===== src/rtl/pipeline_skid_buffer_pkg.sv =====
// Package: skid_pkg
// Purpose: shared state encoding and widths for pipeline_skid_buffer.
//   The SKID encoding (2) equals the number of held words, so the count output
//   can be read directly from the state register.
package skid_pkg;

    localparam int unsigned STATE_W = 2;
    localparam int unsigned COUNT_W = 2;

    typedef enum logic [STATE_W-1:0] {
        ST_EMPTY = 2'd0,
        ST_FULL  = 2'd1,
        ST_SKID  = 2'd2
    } state_t;

endpackage : skid_pkg


===== src/rtl/pipeline_skid_buffer_sync_register.sv =====
// Module: sync_register
// Purpose: N-bit data register with synchronous active-high reset and load enable.
// Ports:
//   clock  in  1  rising-edge clock
//   reset  in  1  synchronous reset, loads RESET_VALUE
//   enable in  1  load D on the next edge
//   D      in  N  data in
//   Q      out N  registered data
module sync_register #(
    parameter int unsigned    N           = 32,
    parameter logic [N-1:0]   RESET_VALUE = '0
) (
    input  logic          clock,
    input  logic          reset,
    input  logic          enable,
    input  logic [N-1:0]  D,
    output logic [N-1:0]  Q
);

    logic [N-1:0] r_q;

    always_ff @(posedge clock) begin
        if (reset) begin
            r_q <= RESET_VALUE;
        end else if (enable) begin
            r_q <= D;
        end
    end

    assign Q = r_q;

endmodule : sync_register


===== src/rtl/pipeline_skid_buffer.sv =====
// Module: pipeline_skid_buffer
// Purpose: two-entry valid/ready skid buffer between pipeline stages. in_ready is
//   decoded purely from the state register, so there is no combinational path from
//   out_ready to in_ready, while full throughput is kept when both sides are ready.
// Ports:
//   clock     in   1  rising-edge clock
//   reset     in   1  synchronous active-high reset
//   flush     in   1  synchronous discard of all held words
//   in_valid  in   1  upstream word present
//   in_ready  out  1  buffer accepts in_data this cycle
//   in_data   in   N  upstream data
//   out_valid out  1  out_data holds a valid word
//   out_ready in   1  downstream consumes out_data
//   out_data  out  N  head word (main register)
//   count     out  2  words held (0..2)
module pipeline_skid_buffer
    import skid_pkg::*;
#(
    parameter int unsigned    N           = 32,
    parameter logic [N-1:0]   RESET_VALUE = '0
) (
    input  logic                clock,
    input  logic                reset,
    input  logic                flush,
    input  logic                in_valid,
    output logic                in_ready,
    input  logic [N-1:0]        in_data,
    output logic                out_valid,
    input  logic                out_ready,
    output logic [N-1:0]        out_data,
    output logic [COUNT_W-1:0]  count
);

    state_t          r_state;
    state_t          w_state_nxt;
    logic            w_main_en;
    logic            w_skid_en;
    logic [N-1:0]    w_main_d;
    logic [N-1:0]    w_skid_q;

    // State register
    always_ff @(posedge clock) begin
        if (reset) begin
            r_state <= ST_EMPTY;
        end else begin
            r_state <= w_state_nxt;
        end
    end

    // Next-state and data-register enables; flush overrides every handshake
    always_comb begin
        w_state_nxt = r_state;
        w_main_en   = 1'b0;
        w_skid_en   = 1'b0;
        w_main_d    = in_data;
        if (flush) begin
            w_state_nxt = ST_EMPTY;
        end else begin
            case (r_state)
                ST_EMPTY: begin
                    if (in_valid) begin
                        w_main_en   = 1'b1;
                        w_state_nxt = ST_FULL;
                    end
                end
                ST_FULL: begin
                    if (in_valid && out_ready) begin
                        w_main_en = 1'b1;
                    end else if (in_valid) begin
                        w_skid_en   = 1'b1;
                        w_state_nxt = ST_SKID;
                    end else if (out_ready) begin
                        w_state_nxt = ST_EMPTY;
                    end
                end
                ST_SKID: begin
                    // Refill the head from the overflow word; upstream is stalled
                    w_main_d = w_skid_q;
                    if (out_ready) begin
                        w_main_en   = 1'b1;
                        w_state_nxt = ST_FULL;
                    end
                end
                default: begin
                    w_state_nxt = ST_EMPTY;
                end
            endcase
        end
    end

    // Handshake outputs decode from state only
    always_comb begin
        in_ready  = 1'b1;
        out_valid = 1'b0;
        count     = 2'd0;
        case (r_state)
            ST_EMPTY: begin
                in_ready  = 1'b1;
                out_valid = 1'b0;
                count     = 2'd0;
            end
            ST_FULL: begin
                in_ready  = 1'b1;
                out_valid = 1'b1;
                count     = 2'd1;
            end
            ST_SKID: begin
                in_ready  = 1'b0;
                out_valid = 1'b1;
                count     = 2'd2;
            end
            default: begin
                in_ready  = 1'b1;
                out_valid = 1'b0;
                count     = 2'd0;
            end
        endcase
    end

    sync_register #(
        .N           (N),
        .RESET_VALUE (RESET_VALUE)
    ) u_main_reg (
        .clock  (clock),
        .reset  (reset),
        .enable (w_main_en),
        .D      (w_main_d),
        .Q      (out_data)
    );

    sync_register #(
        .N           (N),
        .RESET_VALUE (RESET_VALUE)
    ) u_skid_reg (
        .clock  (clock),
        .reset  (reset),
        .enable (w_skid_en),
        .D      (in_data),
        .Q      (w_skid_q)
    );

endmodule : pipeline_skid_buffer

===== config.mk =====
export PLATFORM = sky130hd
export DESIGN_NAME = pipeline_skid_buffer
export DESIGN_NICKNAME = d
export VERILOG_FILES = /design/src/rtl/pipeline_skid_buffer_pkg.sv /design/src/rtl/pipeline_skid_buffer_sync_register.sv /design/src/rtl/pipeline_skid_buffer.sv
export SDC_FILE = /design/constraint.sdc
export NUM_CORES = 1
export LEC_CHECK = 0
export CORE_MARGIN = 1.5
export CORE_UTILIZATION = 48
export DETAILED_ROUTE_END_ITERATION = 7
export PLACE_DENSITY = 0.84
export SLEW_MARGIN = 20
export SYNTH_ARGS = -nofsm -noshare
export SYNTH_HDL_FRONTEND = slang
export SYNTH_SLANG_ARGS = --single-unit

===== constraint.sdc =====
create_clock -name clock -period 2 [get_ports clock]
set_input_delay 0.2 -clock clock [delete_from_list [all_inputs] [get_ports clock]]
set_output_delay 0.2 -clock clock [all_outputs]
set_load 0.005 [all_outputs]

* Word-level counts from Yosys, hierarchy flattened *
Cells that the tools add are included.

cells by class
  muxes and demuxes = 19
  equal/unequal tests = 6
  reduce and logical (&&, ||, !) cells = 5

operators with widths
  kind                                                              number
  32-bit 2-to-1 mux                                                 2
  2-bit 2-to-1 mux                                                  5
  1-bit 2-to-1 mux                                                  9
  2-bit inequality test (second input constant)                     3
  2-bit case mux with 3 select lines                                1
  2-bit case mux with 2 select lines                                1
  4-bit AND reduction                                               1
  2-bit OR reduction                                                2
  3-bit inequality test (second input constant)                     1
  1-bit case mux with 3 select lines                                1
  2-bit by 1-bit == test with 1-bit output (second input constant)  1
  2-bit == test (second input constant)                             1
  2-bit logical NOT                                                 1
  1-bit logical AND                                                 1

storage, ports and cells
  bits in registers = 66
  input bits = 37

* Depth between registers and ports, before layout *
Gate-level depths: netlist (run 1).

  word-level depth = 4
  depth in mapped cells = 8
  depth with buffers taken out = 6

* By module *
A second synthesis (run 1) with hierarchy kept.

unflattened totals
  cell total of the unflattened synthesis = 270
  area total of the unflattened synthesis = 2,975.4 µm²

modules (own cells, without submodules)
  module                area each (µm²)  cells each  instances
  sync_register         1,163.6          103         2
  pipeline_skid_buffer  648.1            64          1

* Least setup slack after synthesis (run 1) *
OpenSTA, ideal clock, no wires.

  path type = register to register
  start point = register r_state[0]
  end point = register u_main_reg.r_q[0] (netlist: u_main_reg.Q[0])
  required time = 1,914 ps
  clock period less this slack = 1,737 ps
  arrival = 1,651 ps
  stages on the path, launching flop included = 9
  path slack = 263 ps
  library setup time = 86 ps
  cell sequence = dfxtp_1 > inv_1 > ha_1 > buf_4 > a22oi_1 > a211oi_4 > buf_2 > nor2_1 > a211oi_1

between the ends
  cells in the longest elaborated chain, start to end = 3
  elaborated cells between the ends (all ways) = 7
  classes of those cells = 2 x eq/ne; 4 x mux; 1 x reduce/logical

RTL lines
  what                                                                            line                                      RTL
  from (decl)                                                                     pipeline_skid_buffer.sv:34                state_t r_state;
  from (signal assigned)                                                          pipeline_skid_buffer.sv:46                r_state <= w_state_nxt;
  2-bit == test, or another cell as far along                                     pipeline_skid_buffer.sv:59                case (r_state)
  1-bit case mux with 3 select lines / 32-bit 2-to-1 mux (equally long branches)  pipeline_skid_buffer.sv:59
  1-bit 2-to-1 mux / 32-bit 2-to-1 mux (equally long branches)                    pipeline_skid_buffer.sv:56                if (flush) begin
  to (signal assigned)                                                            pipeline_skid_buffer_sync_register.sv:24  r_q <= RESET_VALUE;
  to (signal assigned)                                                            pipeline_skid_buffer_sync_register.sv:26  r_q <= D;
  to (decl)                                                                       pipeline_skid_buffer_sync_register.sv:20  logic [N-1:0] r_q;

Parallel ways exist; a longest one is shown, timed or not.
A chain may end at the register's enable or synchronous reset.

* Worst setup path after layout (run 1) *
  start point = register r_state[1]
  end point = output port out_valid

between the ends
  cells in the longest elaborated chain, start to end = 3
  elaborated cells between the ends (all ways) = 4
  classes of those cells = 2 x eq/ne; 1 x mux; 1 x reduce/logical

RTL lines
  what                                                                              line                        RTL
  2-bit == test / 2-bit by 1-bit == test with 1-bit output (equally long branches)  pipeline_skid_buffer.sv:96  case (r_state)
  2-bit OR reduction (no source line) *                                             --
  1-bit 2-to-1 mux *                                                                pipeline_skid_buffer.sv:96
  to (decl)                                                                         pipeline_skid_buffer.sv:28  output logic out_valid,

Mark *: on every way between the ends. The rest lies on a longest branch, timed or not.

==> results of run 1 <==
==> final cells by class <==
cell class	count	area [µm²]
Clock buffer	12	155.1
Tap cell	72	90.09
Inverter	3	11.26
Fill cell	445	1735
Timing Repair Buffer	82	815.8
Clock inverter	4	50.05
Multi-Input combinational cell	216	1294
Sequential cell	66	1321
==> flip-flops by register name, indices dropped and copies added, names as in the netlist <==
name	count
u_main_reg.Q	32
u_skid_reg.Q	32
r_state	2
==> cells in the final DEF, fill, tap and decap left out <==
master / instances
clkinv_2: 1
a22oi_1: 1
o2bb2ai_1: 1
nand2b_1: 2
clkbuf_8: 11
buf_4: 8
nor2b_1: 2
buf_12: 2
nor3b_2: 1
nor3_1: 1
a21oi_1: 32
a211oi_1: 33
ha_2: 1
clkinvlp_4: 2
clkbuf_1: 1
dfxtp_1: 66
nand2_1: 65
ha_1: 5
buf_2: 1
inv_1: 3
nor2_1: 34
nand3_1: 1
a311oi_1: 1
bufinv_16: 1
mux2i_1: 33
o21ai_0: 1
or3b_1: 1
a211oi_4: 1
clkdlybuf4s50_1: 71
==> worst register-to-register path, stage by stage, from the launching register on <==
cell and delay, ns:
dfxtp_1 0.35, inv_1 0.12, ha_2 0.24, a22oi_1 0.13, a211oi_4 0.33, buf_12 0.26, nor2_1 0.09, a211oi_1 0.20
==> final timing paths <==
check / start / to / slack (ns) / depth (start not counted)
worst min register to register: u_skid_reg.Q[2]$_SDFFE_PP0P_ / u_skid_reg.Q[2]$_SDFFE_PP0P_ / 0.46 / 2
worst max-delay path: r_state[1]$_SDFFE_PP0P_ / out_valid / 0.15 / 3
worst min-delay path: reset / u_skid_reg.Q[13]$_SDFFE_PP0P_ / 0.23 / 2
worst max register to register: r_state[0]$_SDFFE_PP0P_ / u_main_reg.Q[14]$_SDFFE_PP0P_ / 0.19 / 7
==> logic make-up after synthesis <==
family | count (synthesis) | synth area share
buffers and inverters | 27 | 0.04184
adders and majority gates | 6 | 0.02759
muxes | 33 | 0.1214
DFF | 66 | 0.4855
and+or+nand+nor | 107 | 0.1554
AOI/OAI and AO/OA | 70 | 0.1683
==> per-layer routing <==
layer,GRT usage,share of wire
met1,0.2385,0.43
met2,0.3339,0.49
met3,0.04767,0.044
met4,0.1089,0.031
met5,0,0
==> power by group <==
part	total (mW)	switching, mW	internal, mW
Combinational	0.384	0.160	0.224
Sequential	1.40	0.0314	1.37
Clock	1.13	0.486	0.642
Total	2.92	0.678	2.24
==> metrics by stage <==
| step | power (mW) | utilization | hold slack (ns) |
|---|---|---|---|
| global route | 3.023 | 0.6829 | 0.2157 |
| detailed placement | 1.818 | 0.6454 | 0.4468 |
| global placement | 1.809 | 0.6454 | 0.4399 |
| CTS | 2.942 | 0.6829 | 0.2171 |
| finish | 2.915 | 0.6829 | 0.2278 |
| floorplan | 1.587 | - | 0.2785 |
==> qor.yml, run 1 <==
outcome:
  outcome: "completed"
logic_synthesis:
  synth_top_cells_by_count: "dfxtp_1, nand2_1, nor2_1"
  synth-edff-count: 0
  synth.area.top_cells: "dfxtp_1, mux2i_1, a211oi_1"
  synth.top_cell.area_share: 0.4855
  synthFlopType: "dfxtp_1"
  syn_nets: 352
  synth.cell_area_mm2: 0.002721
  synthArstFlopShare: 0
  synth.distinct_cells: 23
  synth_warnings: 0
  synth_most_common_cell: "dfxtp_1"
  synth.largest_area_cell: "dfxtp_1"
  ys_seq_area_frac: 0.4855
  syn_inst: 309
  synth_area_per_cell_um2: 8.807
  ys_ff_latch: 66
critical_path:
  critical_path_class: "register to primary output"
  critPathArrivalTime_ns: 1.65
  crit_buf_inv: 2
  critPathRequiredTime_ns: 1.80
  cp_slowest_stage_delay_ns: 0.49
  crit_family: "buffers and inverters"
  path_cells: "inv_1 -> ha_1 -> clkdlybuf4s50_1"
  cp-start-kind: "register"
  end_kind: "primary output"
  cp_max_fo: 6
  slowest_stage: "clkdlybuf4s50_1"
clock_network:
  numCtsBuffers: 9
  cts_setup_buffers: 0
  cts-root-buf: "clkbuf_8"
  hold_buffers: 0
  clk_latency_ns: 0.34
  cts_tree: "done"
  cts.path.max_buffers: 2
  clk_pin_slew_worst_paths_ns: 0.07
  cts_htree_levels: 3
  clock_sinks: 66
  cts.repair.resized: 0
timing:
  layout_min_cycle_time_ns: 1.853
  worstMarginPinSlew_ns: 0.3571
  finalSetupViolations: 0
  fmax_mhz: 539.7
  min_period_over_period: 0.9264
  slew_viol_final: 0
  worst_slack_ns: 0.1471
  finalSetupTns_ns: 0
  rsz0062_at_grt: "no"
  relSlewSlack: 0.7603
  skew_ns: 0.005577
  hold_viol: 0
power_and_ir_drop:
  ir_worst_vdd_v: 0.0004563
  p_leak_nw: 1.238
  powerDensity_mw_per_mm2: 780.0
die:
  num_io_pins: 73
  dieArea_mm2: 0.006130
  rows: 27
  die_w_um: 78.30
  start_util: 0.4973
  dieHeight_um: 78.30
  core_area_mm2: 0.005473
grt:
  grt_pass1_wl_um: 9556
  grt_pass1_vias: 2082
  antenna_found_initial: 0
  grt_use_total: 0.2007
  overflow: 0
  grt_max_degree: 51
placed_design:
  post_dp_cell_area_mm2: 0.003532
  gp_congestion: 0.7628
  dp.cells: 439
  io_buffers: 72
  hpwl_um: 4192
  dp_slack_ns: 0.1321
final_layout:
  antenna_cells: 0
  syn_to_final_growth_pct: 37.33
  nNetsFinal: 421
  fin_area_mm2: 0.003737
  stdcell_count: 455
  drive_gt1_frac: 0.07572
routing:
  drc_errors: 0
  wirelength_um: 6117
  ant_nets: 0
  drt_iter0_drc: 63
  viasPerCell: 5.167
  wire_per_inst_um: 13.44
  drt_first_pass_iters: 4
  via_count: 2351
job:
  maxCapViolations: 0
worst_hold_path:
  hold_path.class: "input port to register"
Power figures use the tool's default switching activity.
==> run 2, diff against run 1 <==
- CORE_UTILIZATION: 48 -> 52
- PLACE_DENSITY: 0.84 -> 0.9
- clock period: 2 -> 2.33 ns (I/O delays scaled with it)
==> qor.yml, run 2 (same netlist as run 1, synthesis figures left out) <==
outcome:
  outcome: "completed"
routing:
  drt_first_pass_iters: 6  # +2
  drt_iter0_drc: 123  # +95%
  viasPerCell: 5.327  # +3.1%
  wire_per_inst_um: 13.70  # +1.9%
  via_count: 2397  # +2.0%
  wirelength_um: 6167  # +0.82%
  drc_errors: 0  # unchanged
  ant_nets: 0  # unchanged
critical_path:
  cp_max_fo: 6  # unchanged
  cp_slowest_stage_delay_ns: 0.49  # about the same
  critPathArrivalTime_ns: 1.64  # about the same
  crit_family: "buffers and inverters"
  cp-start-kind: "register"
  path_cells: "inv_1 -> ha_1 -> clkdlybuf4s50_1"
  end_kind: "primary output"
  critical_path_class: "register to primary output"
  critPathRequiredTime_ns: 2.10  # +0.30 ns
  slowest_stage: "clkdlybuf4s50_1"
  crit_buf_inv: 2  # unchanged
clock_network:
  numCtsBuffers: 9  # unchanged
  cts_htree_levels: 3  # unchanged
  clk_pin_slew_worst_paths_ns: 0.08  # about the same
  cts_tree: "done"
  cts.path.max_buffers: 2  # unchanged
  cts.repair.resized: 0  # unchanged
  clk_latency_ns: 0.34  # about the same
  cts-root-buf: "clkbuf_8"
  clock_sinks: 66  # unchanged
  cts_setup_buffers: 0  # unchanged
  hold_buffers: 0  # unchanged
die:
  dieArea_mm2: 0.005676  # -7.4%
  rows: 26  # -3.7%
  die_w_um: 75.34  # -3.8%
  start_util: 0.5362  # +0.03899
  dieHeight_um: 75.34  # -3.8%
  core_area_mm2: 0.005075  # -7.3%
  num_io_pins: 73  # unchanged
placed_design:
  hpwl_um: 4076  # -2.8%
  post_dp_cell_area_mm2: 0.003507  # -0.71%
  gp_congestion: 0.8779  # +15%
  io_buffers: 72  # unchanged
grt:
  grt_max_degree: 65  # +27%
  overflow: 0  # unchanged
  grt_use_total: 0.2259  # +0.02521
  antenna_found_initial: 0  # unchanged
  grt_pass1_vias: 2173  # +4.4%
  grt_pass1_wl_um: 9611  # +0.58%
power_and_ir_drop:
  powerDensity_mw_per_mm2: 645.3  # -17%
  p_leak_nw: 1.204  # -2.8%
  ir_worst_vdd_v: 0.0004732  # +3.7%
final_layout:
  antenna_cells: 0  # unchanged
  fin_area_mm2: 0.003680  # -1.5%
  layout_common_cells: "clkdlybuf4s50_1, dfxtp_1, nand2_1, nor2_1"
  nNetsFinal: 418  # -0.71%
  final_common_cell: "clkdlybuf4s50_1"
  drive_gt1_frac: 0.06579  # -0.009929
  syn_to_final_growth_pct: 35.22
timing:
  worstMarginPinSlew_ns: 0.5811  # +0.2240 ns
  slew_viol_final: 0  # unchanged
  relSlewSlack: 0.6126  # -0.1477
  finalSetupViolations: 0  # unchanged
  rsz0062_at_grt: "no"
  hold_viol: 0  # unchanged
  finalSetupTns_ns: 0  # unchanged
  min_period_over_period: 0.8033
  skew_ns: 0.01123  # +0.005655 ns
  layout_min_cycle_time_ns: 1.872
  fmax_mhz: 534.3
job:
  maxCapViolations: 0  # unchanged
worst_hold_path:
  hold_path.class: "input port to register"
-- run 2: cell count changes in the layout (fill, tap and decap cells not counted) --
cell	previous run	this run
bufinv_16	1	0
buf_4	8	5
clkinvlp_4	2	3
clkbuf_8	11	10
clkbuf_1	1	2
-- run 2: per-stage QoR --
step | utilization | setup WS [ns] | hold slack (ns) | instances | power, mW
after detailed placement | 0.6911 | 0.3909 | 0.4479 | 434 | 1.557
after floorplan | - | 0.5932 | 0.3115 | 309 | 1.362
after global routing | 0.7251 | 0.3164 | 0.4117 | 450 | 2.474
final | 0.7251 | 0.4584 | 0.3877 | 450 | 2.375
after CTS | 0.7251 | 0.4481 | 0.3829 | 450 | 2.381
after global placement | 0.6911 | 0.4735 | 0.4407 | 434 | 1.547
-- run 2: final timing paths --
check | slack [ns] | start | cells past startpoint | to
worst min register to register | 0.45 | u_skid_reg.Q[18]$_SDFFE_PP0P_ | 2 | u_skid_reg.Q[18]$_SDFFE_PP0P_
worst max register to register | 0.48 | r_state[0]$_SDFFE_PP0P_ | 7 | u_main_reg.Q[8]$_SDFFE_PP0P_
worst max-delay path | 0.46 | r_state[1]$_SDFFE_PP0P_ | 3 | out_valid
worst min-delay path | 0.39 | reset | 2 | u_skid_reg.Q[23]$_SDFFE_PP0P_
-- run 2: power breakdown --
part / switching (mW) / internal [mW] / leakage (nW) / total [mW]
registers: 0.0286 / 1.18 / 0.538 / 1.21
clock network: 0.428 / 0.414 / 0.0786 / 0.842
logic: 0.137 / 0.189 / 0.587 / 0.326
-- run 2: area by class of cell --
cell class                 count  area (µm²)
fill                         389        1395
sequential                    66        1321
multi-input combinational    216        1294
timing repair buffer          79       793.3
clock buffer                  12       145.1
tap                           70       87.58
clock inverter                 4       27.53
inverter                       3       11.26
-- run 2: layer usage --
layer / vias to the layer above / part of all wire / GRT usage / wire [µm]
met5: - / 0 / 0 / 0
met4: 0 / 0.033 / 0.1290 / 206
met3: 18 / 0.039 / 0.04497 / 242
met2: 63 / 0.51 / 0.3830 / 3169
met1: 1116 / 0.41 / 0.2667 / 2549
li1: 1200 / - / - / -
